`src/rtl/load_buffer_pkg.sv`:
```
// Shared constants and types for the load path: widths, opcodes, size codes, queue entry.
package load_buffer_pkg;

    localparam int unsigned LBCount       = 8;
    localparam int unsigned LBWidth       = 3;
    localparam int unsigned ROBWidth      = 4;
    localparam int unsigned IDWidth       = 32;
    localparam int unsigned AddressWidth  = 32;
    localparam int unsigned InstTypeWidth = 6;

    // Width of the occupancy counter; needs one extra bit to represent a full queue.
    localparam int unsigned CountWidth = LBWidth + 1;

    typedef logic [InstTypeWidth-1:0] opcode_t;

    // Load opcodes are contiguous so range checks stay cheap.
    localparam opcode_t OpLB  = 6'd10;
    localparam opcode_t OpLH  = 6'd11;
    localparam opcode_t OpLW  = 6'd12;
    localparam opcode_t OpLBU = 6'd13;
    localparam opcode_t OpLHU = 6'd14;

    // Memory access size codes, shared with the store path.
    localparam logic [1:0] SizeByte = 2'b00;
    localparam logic [1:0] SizeHalf = 2'b01;
    localparam logic [1:0] SizeWord = 2'b10;

    typedef enum logic [1:0] {
        StIdle,
        StBusy,
        StDrain
    } lb_state_e;

    typedef struct packed {
        logic [AddressWidth-1:0] addr;
        logic [ROBWidth-1:0]     dest;
        opcode_t                 opcode;
    } lb_entry_t;

    function automatic logic is_load_op(opcode_t op);
        return (op >= OpLB) && (op <= OpLHU);
    endfunction

endpackage

```
`src/rtl/load_buffer_if.sv`:
```
// Memory read channel between the load buffer (master) and the memory controller (slave).
interface load_buffer_if;
    import load_buffer_pkg::*;

    logic                    mem_req;
    logic [AddressWidth-1:0] mem_addr;
    logic [1:0]              mem_size;
    logic                    mem_done;
    logic [IDWidth-1:0]      mem_data;

    modport master (
        output mem_req,
        output mem_addr,
        output mem_size,
        input  mem_done,
        input  mem_data
    );

    modport slave (
        input  mem_req,
        input  mem_addr,
        input  mem_size,
        output mem_done,
        output mem_data
    );

endinterface

```
`src/rtl/load_extend.sv`:
```
// Opcode-driven size encoding and sign/zero extension of right-aligned load data.
module load_extend
    import load_buffer_pkg::*;
(
    input  opcode_t            opcode_in,
    input  logic [IDWidth-1:0] data_in,
    output logic [IDWidth-1:0] result_out,
    output logic [1:0]         size_out,
    output logic               valid_out
);

    // Decode the opcode into an access size and the extended result.
    always_comb begin
        result_out = '0;
        size_out   = SizeWord;
        valid_out  = 1'b1;
        unique case (opcode_in)
            OpLB: begin
                result_out = {{(IDWidth-8){data_in[7]}}, data_in[7:0]};
                size_out   = SizeByte;
            end
            OpLH: begin
                result_out = {{(IDWidth-16){data_in[15]}}, data_in[15:0]};
                size_out   = SizeHalf;
            end
            OpLW: begin
                result_out = data_in;
                size_out   = SizeWord;
            end
            OpLBU: begin
                result_out = {{(IDWidth-8){1'b0}}, data_in[7:0]};
                size_out   = SizeByte;
            end
            OpLHU: begin
                result_out = {{(IDWidth-16){1'b0}}, data_in[15:0]};
                size_out   = SizeHalf;
            end
            default: begin
                valid_out = 1'b0;
            end
        endcase
    end

endmodule

```
`src/rtl/load_buffer.sv`:
```
// In-order load queue: accepts resolved loads, issues one memory read at a time,
// extends the returned data and broadcasts it on the CDB load channel.
module load_buffer
    import load_buffer_pkg::*;
(
    input  logic                    clk_in,
    input  logic                    rst_in,
    input  logic                    rdy_in,
    output logic                    lbuffer_rs_rdy_out,
    input  logic                    addrunit_lbuffer_en_in,
    input  logic [AddressWidth-1:0] addrunit_lbuffer_addr_in,
    input  logic [ROBWidth-1:0]     addrunit_lbuffer_dest_in,
    input  opcode_t                 addrunit_lbuffer_opcode_in,
    input  logic                    rob_lbuffer_rst_in,
    load_buffer_if.master           mem,
    output logic [ROBWidth-1:0]     cdb_lbuffer_b_out,
    output logic [IDWidth-1:0]      cdb_lbuffer_result_out
);

    lb_entry_t               queue_q [LBCount];
    logic [LBWidth-1:0]      head_q, head_d;
    logic [LBWidth-1:0]      tail_q, tail_d;
    logic [CountWidth-1:0]   count_q, count_d;
    lb_state_e               state_q, state_d;
    logic                    req_q, req_d;
    logic [AddressWidth-1:0] addr_q, addr_d;
    logic [1:0]              size_q, size_d;
    logic [ROBWidth-1:0]     cdb_b_q, cdb_b_d;
    logic [IDWidth-1:0]      cdb_result_q, cdb_result_d;

    logic                    push;
    logic                    pop;
    logic                    flush;
    lb_entry_t               head_entry;
    logic [IDWidth-1:0]      ext_result;
    logic [1:0]              ext_size;
    logic                    ext_valid;
    logic [CountWidth-1:0]   free_slots;

    assign flush      = rob_lbuffer_rst_in;
    assign head_entry = queue_q[head_q];

    // The head entry drives both the issue size and the completion extension.
    load_extend u_load_extend (
        .opcode_in  (head_entry.opcode),
        .data_in    (mem.mem_data),
        .result_out (ext_result),
        .size_out   (ext_size),
        .valid_out  (ext_valid)
    );

    // Two free slots cover the load already in flight through the address unit.
    assign free_slots         = CountWidth'(LBCount) - count_q;
    assign lbuffer_rs_rdy_out = free_slots >= CountWidth'(2);

    assign mem.mem_req             = req_q;
    assign mem.mem_addr            = addr_q;
    assign mem.mem_size            = size_q;
    assign cdb_lbuffer_b_out       = cdb_b_q;
    assign cdb_lbuffer_result_out  = cdb_result_q;

    // Next-state logic for the issue FSM, queue pointers and broadcast.
    always_comb begin
        state_d      = state_q;
        req_d        = req_q;
        addr_d       = addr_q;
        size_d       = size_q;
        cdb_b_d      = '0;
        cdb_result_d = cdb_result_q;
        head_d       = head_q;
        tail_d       = tail_q;
        count_d      = count_q;
        push         = 1'b0;
        pop          = 1'b0;

        if (rdy_in) begin
            unique case (state_q)
                StIdle: begin
                    // Issue only from entries present at the start of the cycle.
                    if (!flush && (count_q != '0)) begin
                        req_d   = 1'b1;
                        addr_d  = head_entry.addr;
                        size_d  = ext_size;
                        state_d = StBusy;
                    end
                end
                StBusy: begin
                    if (mem.mem_done) begin
                        req_d   = 1'b0;
                        state_d = StIdle;
                        if (!flush) begin
                            cdb_b_d      = head_entry.dest;
                            cdb_result_d = ext_result;
                            pop          = 1'b1;
                        end
                    end else if (flush) begin
                        // The read is already out; wait for it and throw the data away.
                        state_d = StDrain;
                    end
                end
                StDrain: begin
                    if (mem.mem_done) begin
                        req_d   = 1'b0;
                        state_d = StIdle;
                    end
                end
                default: begin
                    state_d = StIdle;
                end
            endcase

            push = addrunit_lbuffer_en_in && !flush && (count_q < CountWidth'(LBCount));

            if (flush) begin
                head_d  = '0;
                tail_d  = '0;
                count_d = '0;
            end else begin
                head_d  = head_q + LBWidth'(pop);
                tail_d  = tail_q + LBWidth'(push);
                count_d = count_q + CountWidth'(push) - CountWidth'(pop);
            end
        end
    end

    // Control and output registers with synchronous reset.
    always_ff @(posedge clk_in) begin
        if (rst_in) begin
            state_q      <= StIdle;
            head_q       <= '0;
            tail_q       <= '0;
            count_q      <= '0;
            req_q        <= 1'b0;
            addr_q       <= '0;
            size_q       <= '0;
            cdb_b_q      <= '0;
            cdb_result_q <= '0;
        end else begin
            state_q      <= state_d;
            head_q       <= head_d;
            tail_q       <= tail_d;
            count_q      <= count_d;
            req_q        <= req_d;
            addr_q       <= addr_d;
            size_q       <= size_d;
            cdb_b_q      <= cdb_b_d;
            cdb_result_q <= cdb_result_d;
        end
    end

    // Queue storage; entries need no reset since count gates every read.
    always_ff @(posedge clk_in) begin
        if (!rst_in && push) begin
            queue_q[tail_q] <= '{addr:   addrunit_lbuffer_addr_in,
                                 dest:   addrunit_lbuffer_dest_in,
                                 opcode: addrunit_lbuffer_opcode_in};
        end
    end

    // Simulation checks for protocol violations and non-load opcodes.
    always_ff @(posedge clk_in) begin
        if (!rst_in && rdy_in) begin
            assert (!(addrunit_lbuffer_en_in && !flush && (count_q == CountWidth'(LBCount))))
                else $error("load_buffer: enqueue while full, entry dropped");
            if (state_q == StBusy && mem.mem_done && !flush) begin
                assert (ext_valid && is_load_op(head_entry.opcode))
                    else $error("load_buffer: completing entry with non-load opcode");
            end
        end
    end

endmodule

```
`src/flat_wrapper.sv`:
```
// flat-port wrapper written by rule: the top's interface ports become plain ports
module load_buffer_flat import load_buffer_pkg::*;
  (clk_in, rst_in, rdy_in, lbuffer_rs_rdy_out, addrunit_lbuffer_en_in, addrunit_lbuffer_addr_in, addrunit_lbuffer_dest_in, addrunit_lbuffer_opcode_in, rob_lbuffer_rst_in, cdb_lbuffer_b_out, cdb_lbuffer_result_out, mem_mem_req, mem_mem_addr, mem_mem_size, mem_mem_done, mem_mem_data);
  load_buffer_if mem_i ();
  input  logic clk_in;
  input  logic rst_in;
  input  logic rdy_in;
  output logic lbuffer_rs_rdy_out;
  input  logic addrunit_lbuffer_en_in;
  input  logic [AddressWidth-1:0] addrunit_lbuffer_addr_in;
  input  logic [ROBWidth-1:0] addrunit_lbuffer_dest_in;
  input  opcode_t addrunit_lbuffer_opcode_in;
  input  logic rob_lbuffer_rst_in;
  output logic [ROBWidth-1:0] cdb_lbuffer_b_out;
  output logic [IDWidth-1:0] cdb_lbuffer_result_out;
  output wire logic [$bits(mem_i.mem_req)-1:0] mem_mem_req;
  output wire logic [$bits(mem_i.mem_addr)-1:0] mem_mem_addr;
  output wire logic [$bits(mem_i.mem_size)-1:0] mem_mem_size;
  input wire logic [$bits(mem_i.mem_done)-1:0] mem_mem_done;
  input wire logic [$bits(mem_i.mem_data)-1:0] mem_mem_data;
  assign mem_mem_req = mem_i.mem_req;
  assign mem_mem_addr = mem_i.mem_addr;
  assign mem_mem_size = mem_i.mem_size;
  assign mem_i.mem_done = mem_mem_done;
  assign mem_i.mem_data = mem_mem_data;
  load_buffer u_core (.clk_in(clk_in), .rst_in(rst_in), .rdy_in(rdy_in), .lbuffer_rs_rdy_out(lbuffer_rs_rdy_out), .addrunit_lbuffer_en_in(addrunit_lbuffer_en_in), .addrunit_lbuffer_addr_in(addrunit_lbuffer_addr_in), .addrunit_lbuffer_dest_in(addrunit_lbuffer_dest_in), .addrunit_lbuffer_opcode_in(addrunit_lbuffer_opcode_in), .rob_lbuffer_rst_in(rob_lbuffer_rst_in), .mem(mem_i), .cdb_lbuffer_b_out(cdb_lbuffer_b_out), .cdb_lbuffer_result_out(cdb_lbuffer_result_out));
endmodule
```
`config.mk`:
```
export PLATFORM = sky130hd
export DESIGN_NAME = load_buffer_flat
export DESIGN_NICKNAME = d
export VERILOG_FILES = /design/src/rtl/load_buffer_pkg.sv /design/src/rtl/load_buffer_if.sv /design/src/rtl/load_extend.sv /design/src/rtl/load_buffer.sv /design/src/flat_wrapper.sv
export SDC_FILE = /design/constraint.sdc
export NUM_CORES = 1
export LEC_CHECK = 0
export CAP_MARGIN = 20
export CELL_PAD_IN_SITES_DETAIL_PLACEMENT = 1
export CELL_PAD_IN_SITES_GLOBAL_PLACEMENT = 1
export CORE_MARGIN = 2
export CORE_UTILIZATION = 30
export DETAILED_ROUTE_END_ITERATION = 7
export GPL_TIMING_DRIVEN = 0
export HOLD_SLACK_MARGIN = 0.03
export PLACE_DENSITY = 0.55
export SYNTH_ARGS = -nofsm -noshare
export SYNTH_HDL_FRONTEND = slang
export SYNTH_SLANG_ARGS = --single-unit
```
`constraint.sdc`:
```
create_clock -name clk_in -period 13.9 [get_ports clk_in]
set_input_delay 1.39 -clock clk_in [delete_from_list [all_inputs] [get_ports clk_in]]
set_output_delay 1.39 -clock clk_in [all_outputs]
set_load 0.005 [all_outputs]
```
==> flow_metrics.py <==
metrics = {
    "placed_design": {
        "placed_cell_area_um2": 18900,
        "gp_congestion": 0.719,
        "io_buffers": 151,
        "dp.cells": 1780,
        "dp_hpwl_mm": 27.5,
    },
    "layout": {
        "final_cells": 1868,
        "fin_util_pct": 38.8,
        "syn_to_final_growth_pct": 27.0,
        "fin_nets": 1239,
        "drive_gt1_share_pct": 17.3,
        "design_area_um2": 20500,
    },
    "detailed_routing": {
        "first_iter_violations": 500,
        "dr.pass1.iters": 4,
        "routedWlPerCell_um": 22.2,
        "vias_per_cell": 4.82,
        "drt-total-wl_mm": 41.5,
        "antenna_left": 0,
        "num_vias": 9013,
        "drc_errors": 0,
    },
    "critical_path": {
        "worstPathRequired_ns": 14.20,
        "slowest_delay_ns": 0.57,
        "crit_chain": "clkdlybuf4s50_1, nor2b_1, clkbuf_1, nand3b_1, nor3_2, buf_6, buf_8, buf_8, buf_6, buf_4, buf_6",
        "arrival_ns": 4.66,
        "worstPathMaxFanout": 10,
        "cp-startpoint": "rob_lbuffer_rst_in",
        "startpoint_type": "input pin",
        "crit_family": "buffers and inverters",
        "endpoint_kind": "register",
        "r2r_start": "u_core.count_q[1]$_SDFFE_PP0P_",
        "path_buf_inv": 8,
        "path_class": "input pin to register",
        "critPathSlowestCell": "clkdlybuf4s50_1",
        "critical_path.most_common_cell": "buf_6",
    },
    "synth": {
        "syn-num-nets": 1016,
        "ys.flop_type": "edfxtp_1",
        "ys_ff_latch": 422,
        "seq_area_frac_synth_pct": 73.2,
        "synth_edf_count": 336,
        "syn_avg_cell_area_um2": 17.6,
        "synthArstFlopShare_pct": 0,
        "ys_types": 47,
        "postSynthCellCount": 918,
        "yosysWarnings": 0,
        "syn_area_um2": 16100,
    },
    "grt": {
        "track_usage_pct": 15.0,
        "grt_max_degree": 23,
        "grt-ovfl-total": 0,
        "antenna_found_initial": 6,
        "grt_pass1_wl_mm": 62.8,
        "grt_pass1_vias": 9729,
    },
    "clock_tree": {
        "post_cts_buffers": 0,
        "postCtsResizedCells": 0,
        "cts_buffers": 47,
        "cts_root_buf": "clkbuf_16",
        "cts_hold_buf": 0,
        "worstSkewPairLatency_ns": 0.59,
        "clock_path_buffers": 3,
        "cts_max_level": 2,
        "path_clk_slew_ns": 0.06,
        "clock_sinks": 422,
        "cts_tree": "yes",
    },
    "sta": {
        "hold_ws_ns": 0.446,
        "finalHoldViolCount": 0,
        "period_needed_ns": 4.36,
        "rsz0062_at_grt": "no",
        "max_slew_margin_pct": 34.7,
        "tightest_slew_ns": 0.980,
        "setup_viol": 0,
        "fmax_mhz": 229,
        "finClkSkew_ns": 0.0175,
        "fin_setup_tns_ns": 0,
        "slew_viol_final": 0,
        "period_share_pct": 31.4,
    },
    "status": {
        "status": "finished clean",
    },
    "min_path": {
        "min_path_type": "register to register",
        "hold_path_startpoint": "u_core.cdb_lbuffer_result_out[13]$_SDFFE_PP0P_",
    },
    "power_and_ir_drop": {
        "p_int_w": 0.00214,
        "netSwitchingFraction_pct": 20.4,
        "p_comb_share_pct": 2.5,
        "clock_power_share_pct": 46.6,
        "p_seq_share_pct": 50.9,
        "power_leakage_nw": 6.33,
        "p_switching_w": 0.000549,
        "ir_drop_v": 0.0000928,
        "powerDensity_nw_per_um2": 131,
    },
    "die": {
        "dieHeight_um": 236,
        "core.rowCount": 84,
        "coreArea_um2": 52900,
        "die-area_um2": 55700,
        "die_w_um": 236,
        "initial_core_util_pct": 30.5,
        "ioPinCount": 152,
    },
    "job": {
        "drv_cap": 0,
    },
}
-- path summary, 6_finish.rpt --
path,to,slack [ns],cells after the start
worst max register to register,u_core.queue_q[0][41]$_DFFE_PP_,10.60,13
worst min register to register,u_core.cdb_lbuffer_result_out[13]$_SDFFE_PP0P_,0.45,2
worst max-delay path,u_core.queue_q[0][41]$_DFFE_PP_,9.54,11
worst min-delay path,u_core.cdb_lbuffer_result_out[13]$_SDFFE_PP0P_,0.45,2
-- routing by layer --
| layer | global-route usage (%) | vias up | wire length, um |
|---|---|---|---|
| met1 | 19.8 | 4633 | 18500 |
| met2 | 25.0 | 216 | 19900 |
| met4 | 4.07 | 8 | 776 |
| li1 | - | 4092 | - |
| met3 | 3.42 | 64 | 2320 |
| met5 | 0 | - | 57 |
-- flip-flops by register name, summed over array words and instances (netlist names), named ones only --
register and count:
u_core.tail_q 3, u_core.mem.mem_req 1, u_core.queue_q 336, u_core.cdb_lbuffer_result_out 32, u_core.mem.mem_size 2, u_core.state_q 2, u_core.count_q 4, u_core.head_q 3
u_core.mem.mem_addr 32, u_core.cdb_lbuffer_b_out 4
-- power groups by stage --
stage          combinational, W  sequential (W)  clock (W)
5_1_grt               0.0000729         0.00137    0.00134
3_3_place_gp          0.0000643         0.00140          0
6_report              0.0000667         0.00137    0.00125
4_1_cts               0.0000679         0.00137    0.00129
2_1_floorplan         0.0000174         0.00140          0
3_5_place_dp          0.0000675         0.00140          0
-- cells by family after synthesis --
group           after synthesis  synth area share (%)
buf+inv                      63                  1.76
xor+xnor                      6                 0.326
mux                         123                  13.6
flops                       422                  73.2
compound gates              123                  5.07
fa+ha+maj                    18                  1.44
simple gates                163                  4.59
-- cell usage in the layout (no fill, tap or decap), types with 12 or more instances in the layout --
master             n
a21oi_1           23
mux2i_1           46
edfxtp_1         336
a41oi_1           16
clkdlybuf4s50_1  151
o21ai_1           20
a211oi_1          32
buf_2             12
clkbuf_16         47
clkbuf_1          40
nand2_1           49
mux4_2            77
dfxtp_1           86
nor2_1            63
ha_1              17
buf_6             12
-- metrics by stage --
| stage | total power (W) | setup WS [ns] |
|---|---|---|
| floorplan | 0.00141 | 8.42 |
| global placement | 0.00146 | 3.88 |
| detailed placement | 0.00146 | 8.88 |
| CTS | 0.00273 | 9.51 |
| global route | 0.00278 | 9.33 |
| finish | 0.00269 | 9.54 |
-- worst reg2reg max path: stages (launching register included) --
cell,delay (ns)
dfxtp_1,0.36
inv_1,0.13
ha_1,0.28
nand2_1,0.08
nand3_1,0.14
nor2_1,0.19
nand3b_1,0.32
nor3_2,0.41
buf_6,0.23
buf_8,0.16
buf_8,0.16
buf_6,0.17
buf_4,0.23
buf_6,0.17
-- Yosys cell counts (11+ instances only) --
cell,n,area (um^2)
nand2_1,49,184
a21oi_1,23,115
a41oi_1,16,140
mux2i_1,46,460
a211oi_1,32,240
mux4_2,77,1730
buf_2,12,60.1
clkbuf_1,28,105
nor2_1,69,259
dfxtp_1,86,1720
o21ai_1,20,100
edfxtp_1,336,10100
inv_1,11,41.3
nor2b_1,11,68.8
ha_1,17,213
-- area by class of cell --
| class | instances | area (um^2) |
|---|---|---|
| Fill cell | 5273 | 32400 |
| Clock inverter | 23 | 277 |
| Tap cell | 688 | 861 |
| Antenna cell | 2 | 5.00 |
| Timing Repair Buffer | 174 | 1880 |
| Clock buffer | 63 | 1280 |
| Buffer | 52 | 243 |
| Sequential cell | 422 | 11800 |
| Multi-Input combinational cell | 433 | 4090 |
| Inverter | 11 | 41.3 |
Power figures use the tool's default switching activity.
